--- config.mk ---
export PLATFORM = sky130hd
export DESIGN_NAME = mem_bus_master
export DESIGN_NICKNAME = d
export VERILOG_FILES = /design/src/rtl/mem_bus_master.sv
export SDC_FILE = /design/constraint.sdc
export NUM_CORES = 1
export LEC_CHECK = 0
export BUFFER_PORTS_ARGS = -buffer_cell sky130_fd_sc_hd__buf_2
export CAP_MARGIN = 20
export CORE_ASPECT_RATIO = 1.2
export CORE_MARGIN = 4
export CORE_UTILIZATION = 40
export CTS_CLUSTER_DIAMETER = 80
export DETAILED_ROUTE_END_ITERATION = 10
export MAX_ROUTING_LAYER = met4
export PLACE_DENSITY = 0.77
export SETUP_SLACK_MARGIN = 0.1
export SKIP_CTS_REPAIR_TIMING = 1
export SYNTH_ARGS = -nofsm -noshare
export SYNTH_HDL_FRONTEND = slang
export SYNTH_SLANG_ARGS = --single-unit
--- constraint.sdc ---
create_clock -name i_clk -period 3.9 [get_ports i_clk]
set_input_delay 0 -clock i_clk [delete_from_list [all_inputs] [get_ports i_clk]]
set_output_delay 0 -clock i_clk [all_outputs]
set_load 0.01 [all_outputs]
--- src/rtl/mem_bus_master.sv ---
// mem_bus_master: core-side initiator for the byte-serial memory bus.
// Converts one RISC-V load/store (funct3 encoded) into a single bus
// transaction, waits for the completion strobe under a watchdog, then
// returns masked and sign/zero-extended load data with done/error status.

module mem_bus_master #(
    parameter int TIMEOUT_CYCLES = 1024,  // must be >= 2
    parameter int CNT_WIDTH      = 11     // must hold TIMEOUT_CYCLES
) (
    input  logic        i_clk,
    input  logic        i_rst_n,
    // core side
    input  logic        i_req,
    input  logic        i_we,
    input  logic [2:0]  i_funct3,
    input  logic [31:0] i_addr,
    input  logic [31:0] i_wdata,
    output logic        o_ready,
    output logic        o_done,
    output logic        o_err,
    output logic [31:0] o_rdata,
    // memory bus side
    output logic [31:0] o_bus_data,
    output logic [31:0] o_bus_address,
    output logic        o_bus_DV,
    output logic [2:0]  o_bhw,
    output logic        o_write_notread,
    input  logic [31:0] i_bus_data,
    input  logic        i_bus_DV
);

    typedef enum logic [1:0] {
        IDLE  = 2'b00,
        ISSUE = 2'b01,
        WAIT  = 2'b10,
        RESP  = 2'b11
    } state_t;

    // The watchdog starts at 0 in the first WAIT cycle; expiring when the
    // count is about to reach TIMEOUT_CYCLES-1 places o_done exactly
    // TIMEOUT_CYCLES cycles after the o_bus_DV cycle.
    localparam logic [CNT_WIDTH-1:0] WD_LAST = CNT_WIDTH'(TIMEOUT_CYCLES - 2);

    state_t               state;
    state_t               state_next;
    logic [CNT_WIDTH-1:0] wd_cnt;
    logic                 we_q;
    logic [2:0]           funct3_q;
    logic                 err_q;
    logic                 req_legal;
    logic                 wd_expired;

    // Legal encodings: stores SB/SH/SW, loads LB/LH/LW/LBU/LHU.
    function automatic logic funct3_legal(input logic we, input logic [2:0] f3);
        logic legal;
        legal = 1'b0;
        case (f3)
            3'b000, 3'b001, 3'b010: legal = 1'b1;
            3'b100, 3'b101:         legal = ~we;
            default:                legal = 1'b0;
        endcase
        return legal;
    endfunction

    // Byte-count strobe from the access size in funct3[1:0].
    function automatic logic [2:0] size_to_bhw(input logic [1:0] size);
        logic [2:0] bhw;
        case (size)
            2'b00:   bhw = 3'b001;
            2'b01:   bhw = 3'b010;
            default: bhw = 3'b100;
        endcase
        return bhw;
    endfunction

    // Right-aligned store data with bytes beyond the access size cleared.
    function automatic logic [31:0] mask_wdata(input logic [1:0] size, input logic [31:0] w);
        logic [31:0] m;
        case (size)
            2'b00:   m = {24'h0, w[7:0]};
            2'b01:   m = {16'h0, w[15:0]};
            default: m = w;
        endcase
        return m;
    endfunction

    // Load extension; funct3[2] selects zero extension, stale upper bytes ignored.
    function automatic logic [31:0] extend_load(input logic [2:0] f3, input logic [31:0] b);
        logic [31:0] r;
        case (f3[1:0])
            2'b00:   r = f3[2] ? {24'h0, b[7:0]}  : {{24{b[7]}}, b[7:0]};
            2'b01:   r = f3[2] ? {16'h0, b[15:0]} : {{16{b[15]}}, b[15:0]};
            default: r = b;
        endcase
        return r;
    endfunction

    assign req_legal  = funct3_legal(i_we, i_funct3);
    assign wd_expired = (wd_cnt == WD_LAST);

    // State register.
    always_ff @(posedge i_clk or negedge i_rst_n) begin
        // NOTE: sequential logic uses non-blocking (<=) so every flop samples
        // pre-edge values regardless of statement order across blocks.
        if (!i_rst_n) begin
            state <= IDLE;
        end else begin
            state <= state_next;
        end
    end

    // Next-state decode and state-derived strobes.
    always_comb begin
        // NOTE: every output of this block gets a default first; a path that
        // leaves one unassigned would infer a latch.
        state_next = state;
        o_ready    = 1'b0;
        o_done     = 1'b0;
        o_bus_DV   = 1'b0;
        case (state)
            IDLE: begin
                o_ready = 1'b1;
                if (i_req) begin
                    state_next = req_legal ? ISSUE : RESP;
                end
            end
            ISSUE: begin
                o_bus_DV   = 1'b1;
                state_next = WAIT;
            end
            WAIT: begin
                // A response in the expiry cycle still completes without error.
                if (i_bus_DV || wd_expired) begin
                    state_next = RESP;
                end
            end
            RESP: begin
                o_done     = 1'b1;
                state_next = IDLE;
            end
            default: state_next = IDLE;
        endcase
    end

    assign o_err = o_done & err_q;

    // Request capture, bus drive, watchdog and load-result datapath.
    always_ff @(posedge i_clk or negedge i_rst_n) begin
        // NOTE: the datapath registers are reset too, because reset must
        // return every bus and result output to zero immediately.
        if (!i_rst_n) begin
            we_q            <= 1'b0;
            funct3_q        <= 3'b000;
            err_q           <= 1'b0;
            wd_cnt          <= '0;
            o_bus_address   <= 32'h0;
            o_bus_data      <= 32'h0;
            o_bhw           <= 3'b000;
            o_write_notread <= 1'b0;
            o_rdata         <= 32'h0;
        end else begin
            case (state)
                IDLE: begin
                    if (i_req) begin
                        we_q     <= i_we;
                        funct3_q <= i_funct3;
                        err_q    <= ~req_legal;
                        // Bus fields change only for a transaction that will
                        // actually be issued; they then hold through WAIT.
                        if (req_legal) begin
                            o_bus_address   <= i_addr;
                            o_bus_data      <= mask_wdata(i_funct3[1:0], i_wdata);
                            o_bhw           <= size_to_bhw(i_funct3[1:0]);
                            o_write_notread <= i_we;
                        end
                    end
                end
                ISSUE: begin
                    wd_cnt <= '0;
                end
                WAIT: begin
                    if (i_bus_DV) begin
                        err_q <= 1'b0;
                        if (!we_q) begin
                            o_rdata <= extend_load(funct3_q, i_bus_data);
                        end
                    end else if (wd_expired) begin
                        err_q <= 1'b1;
                    end else begin
                        wd_cnt <= wd_cnt + CNT_WIDTH'(1);
                    end
                end
                default: ;
            endcase
        end
    end

endmodule
==> key figures, run 1 <==
Detailed routing
  – Wirelength per Cell: 17.0 um
  – Post-DRT Antenna Nets: 0
  – DR iter-0 viols: 170
  – DRC viols: 0
  – Pre-antenna DRT Iters: 4
  – Vias/cell: between 4 and 5
  – Via count: about 4300
  – Final WL: roughly 15000 um

Logic synthesis
  – Synth Flop Type: dfrtp_1
  – Async S/R FF share, synth: 1.00
  – Syn Inst Count: ~380
  – Avg Cell Area, Syn: ~13 sq um
  – Number of synthesized register bits: between 100 and 150
  – Post-synth EDFFs: 0
  – Netlist cell types: 43
  – Mapped Nets: between 400 and 500
  – Synth warn: 0
  – Sequential fraction of the synthesis area: 0.607
  – Cell area after synthesis: between 4000 and 5000 sq um

Floorplanning
  – Row count: 43
  – Chip width: between 100 and 150 um
  – Core ar.: 11700 sq um
  – Die height: between 100 and 150 um
  – Initial Util: 0.415
  – Top Ports: about 210
  – Die Footprint: roughly 14000 sq um

CTS
  – Latest clock arrival within the worst-skew pair: 0.41 ns
  – TritonCTS Buffers: 17
  – CTS tree: built
  – H-tree lvl count: 4
  – Num Clock Sinks: 118
  – CTS root buf: clkbuf_16
  – Clk slew on worst S/H paths: 0.06 ns
  – CTS max path bufs: 2

Critical path
  – R2r setup slk: between 1.5 and 2 ns
  – Critical path peak fanout: 46
  – Arrival @ worst endpoint: roughly 2.7 ns
  – CP max-delay cell: nand4_4
  – Crit path buffers/inverters: 2
  – CP endpoint kind: flip-flop
  – Worst r2r dst: o_bus_address[29]$_DFFE_PN0P_
  – Top delay family on crit path: buffers and inverters
  – R2r startpoint: state[0]$_DFFE_PN0P_
  – Critical path required time: 4.18 ns
  – Reg2reg path depth: 5
  – Critical Setup Path Class: flip-flop to flip-flop
  – Max incr delay on CP: between 0.5 and 0.6 ns
  – Critical Path Start Type: flip-flop
  – CP Cell Sequence: inv_1, ha_1, nand4_4, buf_4, mux2_2

Cells and area
  – Design Area, Final: ~7600 sq um
  – Most common cell after layout, fill and taps aside: buf_2
  – Layout area overhead: 56.8%
  – Non-Filler Instances: ~860
  – Most frequent cells in the layout: buf_2 (206), dfrtp_1 (118), dlygate4sd3_1 (102)
  – Nets: 800
  – Layout cells sized above 1: 0.439
  – # fillers: 887

STA
  – Min Clock Period, post-route: between 2 and 2.5 ns
  – Slew Limit Fails: 0
  – Worst-Margin Slew: 0.808 ns
  – Final Setup Violations: 0
  – Fmax: 0.417 GHz
  – Slew headroom: 0.461
  – Clock skew: ~0.016 ns
  – Post-Route Setup TNS: 0 ns
  – RSZ-0062 raised after global routing: no
  – Period utilization: 0.615
  – Count of final hold-check violations: 0
  – Final hold slack: ~0.045 ns

GRT
  – Vias in the first global route: between 3000 and 4000
  – GRT Overall Usage: 0.186
  – Initial antenna violation count: 0
  – Largest net degree at the start of global routing: between 80 and 90
  – Remaining Overflow, GRT: 0
  – First-pass GRT wire length: 19600 um

Power
  – Maximum VDD drop: between 400 and 500 uV
  – P_leak: 3.71 nW
  – PD cells: about 740 nW/um^2

Place
  – Cells after DPL: 724
  – Routability congestion estimate: between 0.8 and 0.9
  – I/O Buffers: slightly above 200
  – HPWL after DPL: slightly above 9000 um
  – Dpl cell area: approximately 6000 sq um

Run
  – Max cap viols: 0

Run status
  – Status: finished, final reports clean

Worst hold path
  – Hold Crit Class: input pin to async pin
[through the flow]
stage,worst slack [ns],utilization,power [mW]
final,1.50,0.651,5.65
after floorplan,2.25,-,3.23
after detailed placement,1.50,0.513,4.08
after CTS,1.50,0.561,5.59
after global placement,1.64,0.513,3.97
after global routing,1.36,0.650,6.00
[synth_stat cells (2+ instances only)]
master | instances | area, sq um
dfrtp_1 | 118 | 2950
mux2_2 | 54 | 608
nor2_1 | 30 | 113
nand2_1 | 28 | 105
a22o_1 | 24 | 210
a21oi_1 | 22 | 110
o21ai_0 | 13 | 65.1
a31oi_1 | 9 | 56.3
buf_2 | 7 | 35.0
clkbuf_1 | 7 | 26.3
ha_1 | 7 | 87.6
mux2i_1 | 7 | 70.1
inv_1 | 5 | 18.8
nand3_1 | 5 | 25.0
buf_4 | 3 | 22.5
buf_6 | 3 | 33.8
nand2b_1 | 3 | 18.8
nor2_2 | 3 | 18.8
nand4_4 | 2 | 42.5
o211ai_1 | 2 | 15.0
o311ai_0 | 2 | 17.5
o41ai_1 | 2 | 17.5
[cells by family after synthesis]
group	synth area share
muxes	0.139
AOI/OAI and AO/OA	0.115
and+or+nand+nor	0.0923
buffers and inverters	0.0280
DFF	0.607
adders and majority gates	0.0180
[cell type report]
cell class	count	area (sq um)	area share
antenna	1	2.50	0.000328
clock buffer	21	460	0.0603
clock inverter	9	104	0.0136
inverter	5	18.8	0.00246
multi-input combinational	234	1790	0.234
sequential	118	2950	0.387
tap	157	196	0.0257
timing repair buffer	313	2110	0.276
[where the power goes]
part / internal (mW) / switching [mW]
Combinational: 0.983 / 1.00
Sequential: 1.80 / 0.382
Clock: 0.961 / 0.524
[worst max path at each step]
stage                               endpoint  slack, ns                 start  cells past startpoint
6_report       o_bus_address[29]$_DFFE_PN0P_       1.50  state[0]$_DFFE_PN0P_                      5
5_1_grt        o_bus_address[29]$_DFFE_PN0P_       1.36  state[0]$_DFFE_PN0P_                      5
4_1_cts        o_bus_address[29]$_DFFE_PN0P_       1.50  state[0]$_DFFE_PN0P_                      5
3_5_place_dp   o_bus_address[29]$_DFFE_PN0P_       1.50  state[0]$_DFFE_PN0P_                      5
3_3_place_gp   o_bus_address[14]$_DFFE_PN0P_       1.64  state[0]$_DFFE_PN0P_                      5
2_1_floorplan          wd_cnt[4]$_DFFE_PN0P_       2.25  state[0]$_DFFE_PN0P_                      7
[flip-flops by register name (all words and copies together) (netlist names)]
register         flops
o_bus_address       32
o_bhw                3
o_rdata             32
we_q                 1
err_q                1
wd_cnt              11
o_bus_data          32
state                2
funct3_q             3
o_write_notread      1
[worst register-to-register path, delay by kind of cell (launching register included)]
family                   cells  cell delay, ns
adder cells (fa/ha/maj)      1            0.30
multiplexers                 1            0.32
flip-flops                   1            0.41
AND/OR/NAND/NOR              1            0.59
buffers and inverters        2            0.66
[metal layers]
| metal | share of wire | vias to the layer above | track usage |
|---|---|---|---|
| li1 | - | 1972 | - |
| met2 | 0.56 | 179 | 0.315 |
| met3 | 0.052 | 29 | 0.0592 |
| met1 | 0.37 | 2106 | 0.206 |
| met5 | 0 | - | - |
| met4 | 0.021 | 0 | 0.0661 |
Note: power is estimated with default switching activity, not from simulation.
==> run 2, diff against run 1 <==
--- a/config.mk
+++ b/config.mk
@@ -5,6 +5,7 @@
 export SDC_FILE = /design/constraint.sdc
 export NUM_CORES = 1
 export LEC_CHECK = 0
+export ABC_AREA = 1
 export BUFFER_PORTS_ARGS = -buffer_cell sky130_fd_sc_hd__buf_2
 export CAP_MARGIN = 20
 export CORE_ASPECT_RATIO = 1.2
@@ -13,7 +14,7 @@
 export CTS_CLUSTER_DIAMETER = 80
 export DETAILED_ROUTE_END_ITERATION = 10
 export MAX_ROUTING_LAYER = met4
-export PLACE_DENSITY = 0.77
+export PLACE_DENSITY = 0.79
 export SETUP_SLACK_MARGIN = 0.1
 export SKIP_CTS_REPAIR_TIMING = 1
 export SYNTH_ARGS = -nofsm -noshare
==> constraint.sdc (replaced) <==
create_clock -name i_clk -period 1.9 [get_ports i_clk]
set_input_delay 0 -clock i_clk [delete_from_list [all_inputs] [get_ports i_clk]]
set_output_delay 0 -clock i_clk [all_outputs]
set_load 0.01 [all_outputs]
==> key figures, run 2 <==
Logic synthesis
  – Area contributors post-synth: dfrtp_1 (57%), nand2_1 (21%), o22a_1 (2.7%)
  – Sequential fraction of the synthesis area: 0.573
  – Share of the synthesized area in the top cell type: 0.573
  – Post-Synth Adder-Cell Area: 0.0170
  – Synth Flop Type: dfrtp_1
  – Netlist cell types: 28
  – Synth warn: 0
  – Mapped Nets: 704
  – Cell taking the most area after synthesis: dfrtp_1
  – Synth Area in Compound Gates: 0.0683
  – Synth top cells by count: nand2_1 (288), dfrtp_1 (118), inv_1 (36)
  – Post-Synth XOR/XNOR Area: 0.00680
  – Simple-Gate Fraction of Synth Area: 0.274
  – Mux contribution to synthesized area: 0
  – Post-synth EDFFs: 0
  – Main combinational cell family by area after synthesis: simple AND/OR/NAND/NOR gates
  – Most common cell in the netlist: nand2_1
  – Cell area after synthesis: between 5000 and 6000 sq um
  – Syn Inst Count: ~600
  – Avg Cell Area, Syn: between 8 and 9 sq um
  – Async S/R FF share, synth: 1.00
  – Number of synthesized register bits: between 100 and 150

Critical path
  – CP endpoint kind: flip-flop
  – Critical path required time: ~2.2 ns
  – Arrival @ worst endpoint: between 2 and 2.5 ns
  – Critical Setup Path Class: flip-flop to flip-flop
  – CP max-delay cell: dfrtp_1
  – Max incr delay on CP: ~0.42 ns
  – Critical Path Start Type: flip-flop
  – CP most frequent cell: inv_2
  – CP Cell Sequence: inv_2, ha_2, inv_2, nor3_4, buf_4, clkbuf_16, nand2_1, o22a_1
  – Critical path peak fanout: 12
  – Reg2reg path depth: 8

CTS
  – CTS max path bufs: 2
  – H-tree lvl count: 4
  – CTS tree: built
  – Num Clock Sinks: 118
  – TritonCTS Buffers: 17
  – CTS root buf: clkbuf_16
  – Clk slew on worst S/H paths: roughly 0.05 ns
  – Latest clock arrival within the worst-skew pair: approximately 0.42 ns

Power
  – Maximum VDD drop: slightly above 800 uV
  – Power, Total: about 12 mW
  – Share of power burned in registers: 0.359
  – P_leak: between 4 and 5 nW
  – Pint: between 7 and 8 mW
  – PD cells: ~1500 nW/um^2
  – Comb pwr share: 0.370
  – Switching share of power: 0.365
  – Clk pwr share: 0.271
  – Switch Pwr: roughly 4.3 mW

Place
  – Routability congestion estimate: 0.880
  – DP Worst Slack: between 0.08 and 0.09 ns
  – I/O Buffers: between 200 and 250
  – HPWL after DPL: about 9700 um
  – Cells after DPL: 951

Detailed routing
  – Pre-antenna DRT Iters: 5
  – Wirelength per Cell: roughly 15 um
  – Via count: ~5200
  – Vias/cell: between 4 and 5
  – Post-DRT Antenna Nets: 0
  – DRC viols: 0
  – DR iter-0 viols: 329
  – Final WL: about 16000 um

Floorplanning
  – Top Ports: 208
  – Initial Util: 0.408
  – Row count: 45
  – Core ar.: ~13000 sq um
  – Die Footprint: roughly 15000 sq um
  – Chip width: roughly 110 um
  – Die height: 132 um

STA
  – Post-Route Setup TNS: 0 ns
  – Clock skew: about 0.023 ns
  – Count of final hold-check violations: 1
  – Worst-Margin Slew: 0.568 ns
  – Slew Limit Fails: 0
  – Period utilization: 0.914
  – RSZ-0062 raised after global routing: no
  – Min Clock Period, post-route: between 1.5 and 2 ns
  – Final Setup Violations: 0
  – Final hold slack: -0.00665 ns
  – Slew headroom: 0.621
  – Fmax: 0.576 GHz
  – Final worst slack: about 0.16 ns

Worst hold path
  – Min-Delay Path Depth: 4
  – Hold Crit Class: input pin to flip-flop

GRT
  – First-pass GRT wire length: approximately 22000 um
  – Initial antenna violation count: 1
  – Remaining Overflow, GRT: 0
  – Largest net degree at the start of global routing: 50
  – GRT Overall Usage: 0.189
  – Vias in the first global route: ~4500

Cells and area
  – Layout area overhead: 55.9%
  – Largest regs: o_bus_address x32, o_bus_data x32, o_rdata x32
  – Nets: 1022
  – Non-Filler Instances: between 1000 and 1500
  – Most common cell after layout, fill and taps aside: nand2_1
  – Most frequent cells in the layout: nand2_1 (287), buf_2 (206), dfrtp_1 (118)
  – Layout cells sized above 1: 0.293
  – Util after Layout: 0.637

Run
  – Max cap viols: 0

Run status
  – Status: complete, but fails checks
  – Failing checks: negative hold slack
## run 2: cell types whose count changed after synthesis, moves of 10 or more
cell / change
nand2_1: +260
mux2_2: -54
inv_1: +31
a22o_1: -24
a21oi_1: -21
o22a_1: +16
nand3_1: +14
o21ai_0: +10
## run 2: cells by family after synthesis
family / Yosys count
buf+inv: 63
fa+ha+maj: 7
simple gates: 347
xor+xnor: 4
flops: 118
compound gates: 54
## run 2: final cells by class
| class | instances | area [sq um] |
|---|---|---|
| antenna | 1 | 2.50 |
| clock buffer | 20 | 447 |
| timing repair buffer | 323 | 2230 |
| multi-input combinational | 412 | 1890 |
| fill | 987 | 4580 |
| tap | 164 | 205 |
| inverter | 39 | 146 |
| sequential | 118 | 2950 |
| clock inverter | 12 | 154 |
## run 2: routing by layer
layer | up-vias | track usage | share of wire
met5 | - | - | 0
met3 | 63 | 0.0450 | 0.050
met4 | 0 | 0.0967 | 0.042
met2 | 222 | 0.307 | 0.52
met1 | 2455 | 0.218 | 0.39
li1 | 2491 | - | -
## run 2: path summary, 6_finish.rpt
kind	start	endpoint	slack [ns]
min in group asynchronous	i_rst_n	o_bus_address[15]$_DFFE_PN0P_	0.14
max in group asynchronous	i_rst_n	state[1]$_DFFE_PN0P_	1.05
worst min-delay path	i_req	err_q$_DFFE_PN0P_	-0.007
worst max-delay path	state[0]$_DFFE_PN0P_	o_rdata[21]$_DFFE_PN0P_	0.16
worst min register to register	o_rdata[2]$_DFFE_PN0P_	o_rdata[2]$_DFFE_PN0P_	0.46
worst max register to register	state[0]$_DFFE_PN0P_	o_rdata[21]$_DFFE_PN0P_	0.16
## run 2: worst max-delay path, delay by kind of cell, from the launching register on
| family | cells | cell delay (ns) |
|---|---|---|
| and+or+nand+nor | 2 | 0.26 |
| AOI/OAI and AO/OA | 1 | 0.17 |
| buffers and inverters | 4 | 0.54 |
| DFF | 1 | 0.42 |
| adders and majority gates | 1 | 0.21 |
## run 2: metrics by stage
stage | area, sq um | hold WS, ns
2_1_floorplan | 5150 | -0.296
3_3_place_gp | 6330 | 0.0325
3_5_place_dp | 6330 | 0.0357
4_1_cts | 6940 | -0.415
5_1_grt | 8030 | 0.0336
6_report | 8030 | -0.00665
## run 2: power groups by stage
stage / Sequential (mW) / Combinational (mW) / Clock, mW
2_1_floorplan: 4.69 / 1.94 / 0
3_3_place_gp: 4.23 / 3.94 / 0
4_1_cts: 4.25 / 4.06 / 3.30
6_report: 4.28 / 4.40 / 3.22
5_1_grt: 4.39 / 4.87 / 3.41
3_5_place_dp: 4.26 / 4.05 / 0
==> run 3, diff against run 2 <==
==> constraint.sdc (replaced) <==
create_clock -name i_clk -period 1.4 [get_ports i_clk]
set_input_delay 0 -clock i_clk [delete_from_list [all_inputs] [get_ports i_clk]]
set_output_delay 0 -clock i_clk [all_outputs]
set_load 0.01 [all_outputs]
==> key figures, run 3 (synthesis results as in run 2) <==
Floorplanning
  – Top Ports: approximately 210
  – Chip width: 112 um
  – Initial Util: 0.408
  – Core ar.: roughly 13000 sq um
  – Row count: 45
  – Die Footprint: approximately 15000 sq um
  – Die height: roughly 130 um

Power
  – Switch Pwr: 7.31 mW
  – Switching share of power: 0.377
  – Maximum VDD drop: 1130 uV
  – Pint: ~12 mW
  – P_leak: approximately 5.1 nW
  – PD cells: 2000 nW/um^2
  – Power, Total: just under 20 mW
  – Clk pwr share: 0.241
  – Comb pwr share: 0.447
  – Share of power burned in registers: 0.312

Place
  – Routability congestion estimate: a little over 0.8
  – HPWL after DPL: 10200 um
  – DP Worst Slack: -0.151 ns
  – I/O Buffers: around 210

STA
  – Count of final hold-check violations: 6
  – Post-Route Setup TNS: -6.65 ns
  – Min Clock Period, post-route: between 1.5 and 2 ns
  – Slew Limit Fails: 0
  – Fmax: between 0.6 and 0.7 GHz
  – RSZ-0062 raised after global routing: yes
  – Worst-Margin Slew: around 0.35 ns
  – Final hold slack: -0.0694 ns
  – Final worst slack: -0.113 ns
  – Final Setup Violations: ~100
  – Slew headroom: 0.766
  – Clock skew: between 0.008 and 0.009 ns
  – Period utilization: 1.08

Critical path
  – CP endpoint kind: flip-flop
  – R2r startpoint: state[0]$_DFFE_PN0P_
  – Arrival @ worst endpoint: about 1.8 ns
  – Critical path required time: about 1.7 ns
  – Worst r2r dst: o_rdata[31]$_DFFE_PN0P_
  – R2r setup slk: -0.11 ns
  – Critical Setup Path Class: flip-flop to flip-flop
  – Reg2reg path depth: 8
  – Critical Path Start Type: flip-flop
  – Critical path peak fanout: 8

Detailed routing
  – DR iter-0 viols: around 360
  – Final WL: 20400 um
  – Via count: between 5000 and 6000
  – Pre-antenna DRT Iters: 5
  – Wirelength per Cell: 17.9 um
  – Vias/cell: 5.14
  – DRC viols: 0
  – Post-DRT Antenna Nets: 0

GRT
  – Vias in the first global route: roughly 4600
  – Gr busiest metal: met2
  – Met3 usage: 0.0399
  – Remaining Overflow, GRT: 0
  – Largest net degree at the start of global routing: roughly 50
  – First-pass GRT wire length: roughly 22000 um
  – GRT met2 Usage: 0.307
  – GRT Overall Usage: 0.188
  – Initial antenna violation count: 0
  – Grt met1 use: 0.227

Worst hold path
  – Hold Crit Class: input pin to flip-flop
  – Endpoint, Worst Hold: we_q$_DFFE_PN0P_
  – Min-Delay Path Depth: 3
  – Hold Crit Start: i_we

CTS
  – H-tree lvl count: 4
  – Clk slew on worst S/H paths: ~0.060 ns
  – Latest clock arrival within the worst-skew pair: 0.41 ns
  – Num Clock Sinks: 118
  – TritonCTS Buffers: 17
  – CTS max path bufs: 2
  – CTS tree: built
  – CTS root buf: clkbuf_16

Cells and area
  – Nets: ~1100
  – Largest regs: o_bus_address x32, o_bus_data x32, o_rdata x32
  – Layout cells sized above 1: 0.502
  – Most common cell after layout, fill and taps aside: buf_2
  – Layout area overhead: 88.2%
  – Most frequent cells in the layout: buf_2 (202), nand2_1 (169), dfrtp_1 (117)
  – ANT cells: 0

Run
  – Max cap viols: 0

Run status
  – Failing checks: negative hold slack, negative setup slack
  – Status: complete, but fails checks
[run 3: worst max path at each step]
stage	start	slack [ns]	endpoint	cells past startpoint
6_report	state[0]$_DFFE_PN0P_	-0.11	o_rdata[31]$_DFFE_PN0P_	8
5_1_grt	state[0]$_DFFE_PN0P_	-0.18	o_rdata[8]$_DFFE_PN0P_	9
4_1_cts	state[1]$_DFFE_PN0P_	-0.16	o_bus_address[29]$_DFFE_PN0P_	8
3_5_place_dp	state[1]$_DFFE_PN0P_	-0.15	o_bus_address[15]$_DFFE_PN0P_	8
3_3_place_gp	state[1]$_DFFE_PN0P_	-0.08	o_bus_address[4]$_DFFE_PN0P_	8
2_1_floorplan	state[1]$_DFFE_PN0P_	0.02	o_bus_data[23]$_DFFE_PN0P_	9
[run 3: cell type report]
cell class              instances  area (sq um)
fillers                       752          2920
multi-input cells             414          2740
inverters                      39           176
repair buffers                376          2990
clock inverters                 9           148
well taps                     164           205
flip-flops and latches        118          2950
clock buffers                  22           484
[run 3: critical path, cell delays in order, from the launching register on]
cell and delay [ns]:
dfrtp_1 0.38, inv_2 0.11, ha_4 0.17, inv_4 0.05, nor3_4 0.13, buf_6 0.16, clkbuf_16 0.17, nand2_1 0.06
o22a_1 0.17
[run 3: layer usage]
| layer | routed length, um | vias to the layer above |
|---|---|---|
| met1 | 6960 | 2805 |
| met2 | 11100 | 323 |
| li1 | - | 2623 |
| met4 | 1160 | 0 |
| met3 | 1230 | 116 |
| met5 | 0 | - |
[run 3: through the flow]
stage          utilization  instance area, sq um  instances  hold WS, ns
6_report             0.769                  9690       1142      -0.0694
5_1_grt              0.769                  9690       1142     -0.00888
4_1_cts              0.578                  7290       1014       -0.610
3_5_place_dp         0.528                  6660        983       -0.181
3_3_place_gp         0.528                  6660        983       -0.182
2_1_floorplan            -                  5240        593       -0.296
[run 3: power by group through the flow]
stage	registers (mW)	logic [mW]	clock network (mW)
after detailed placement	5.76	6.11	0
after global routing	6.19	9.25	4.89
after floorplan	6.37	2.75	0
after CTS	5.75	6.12	4.69
after global placement	5.75	5.91	0
final	6.06	8.67	4.67
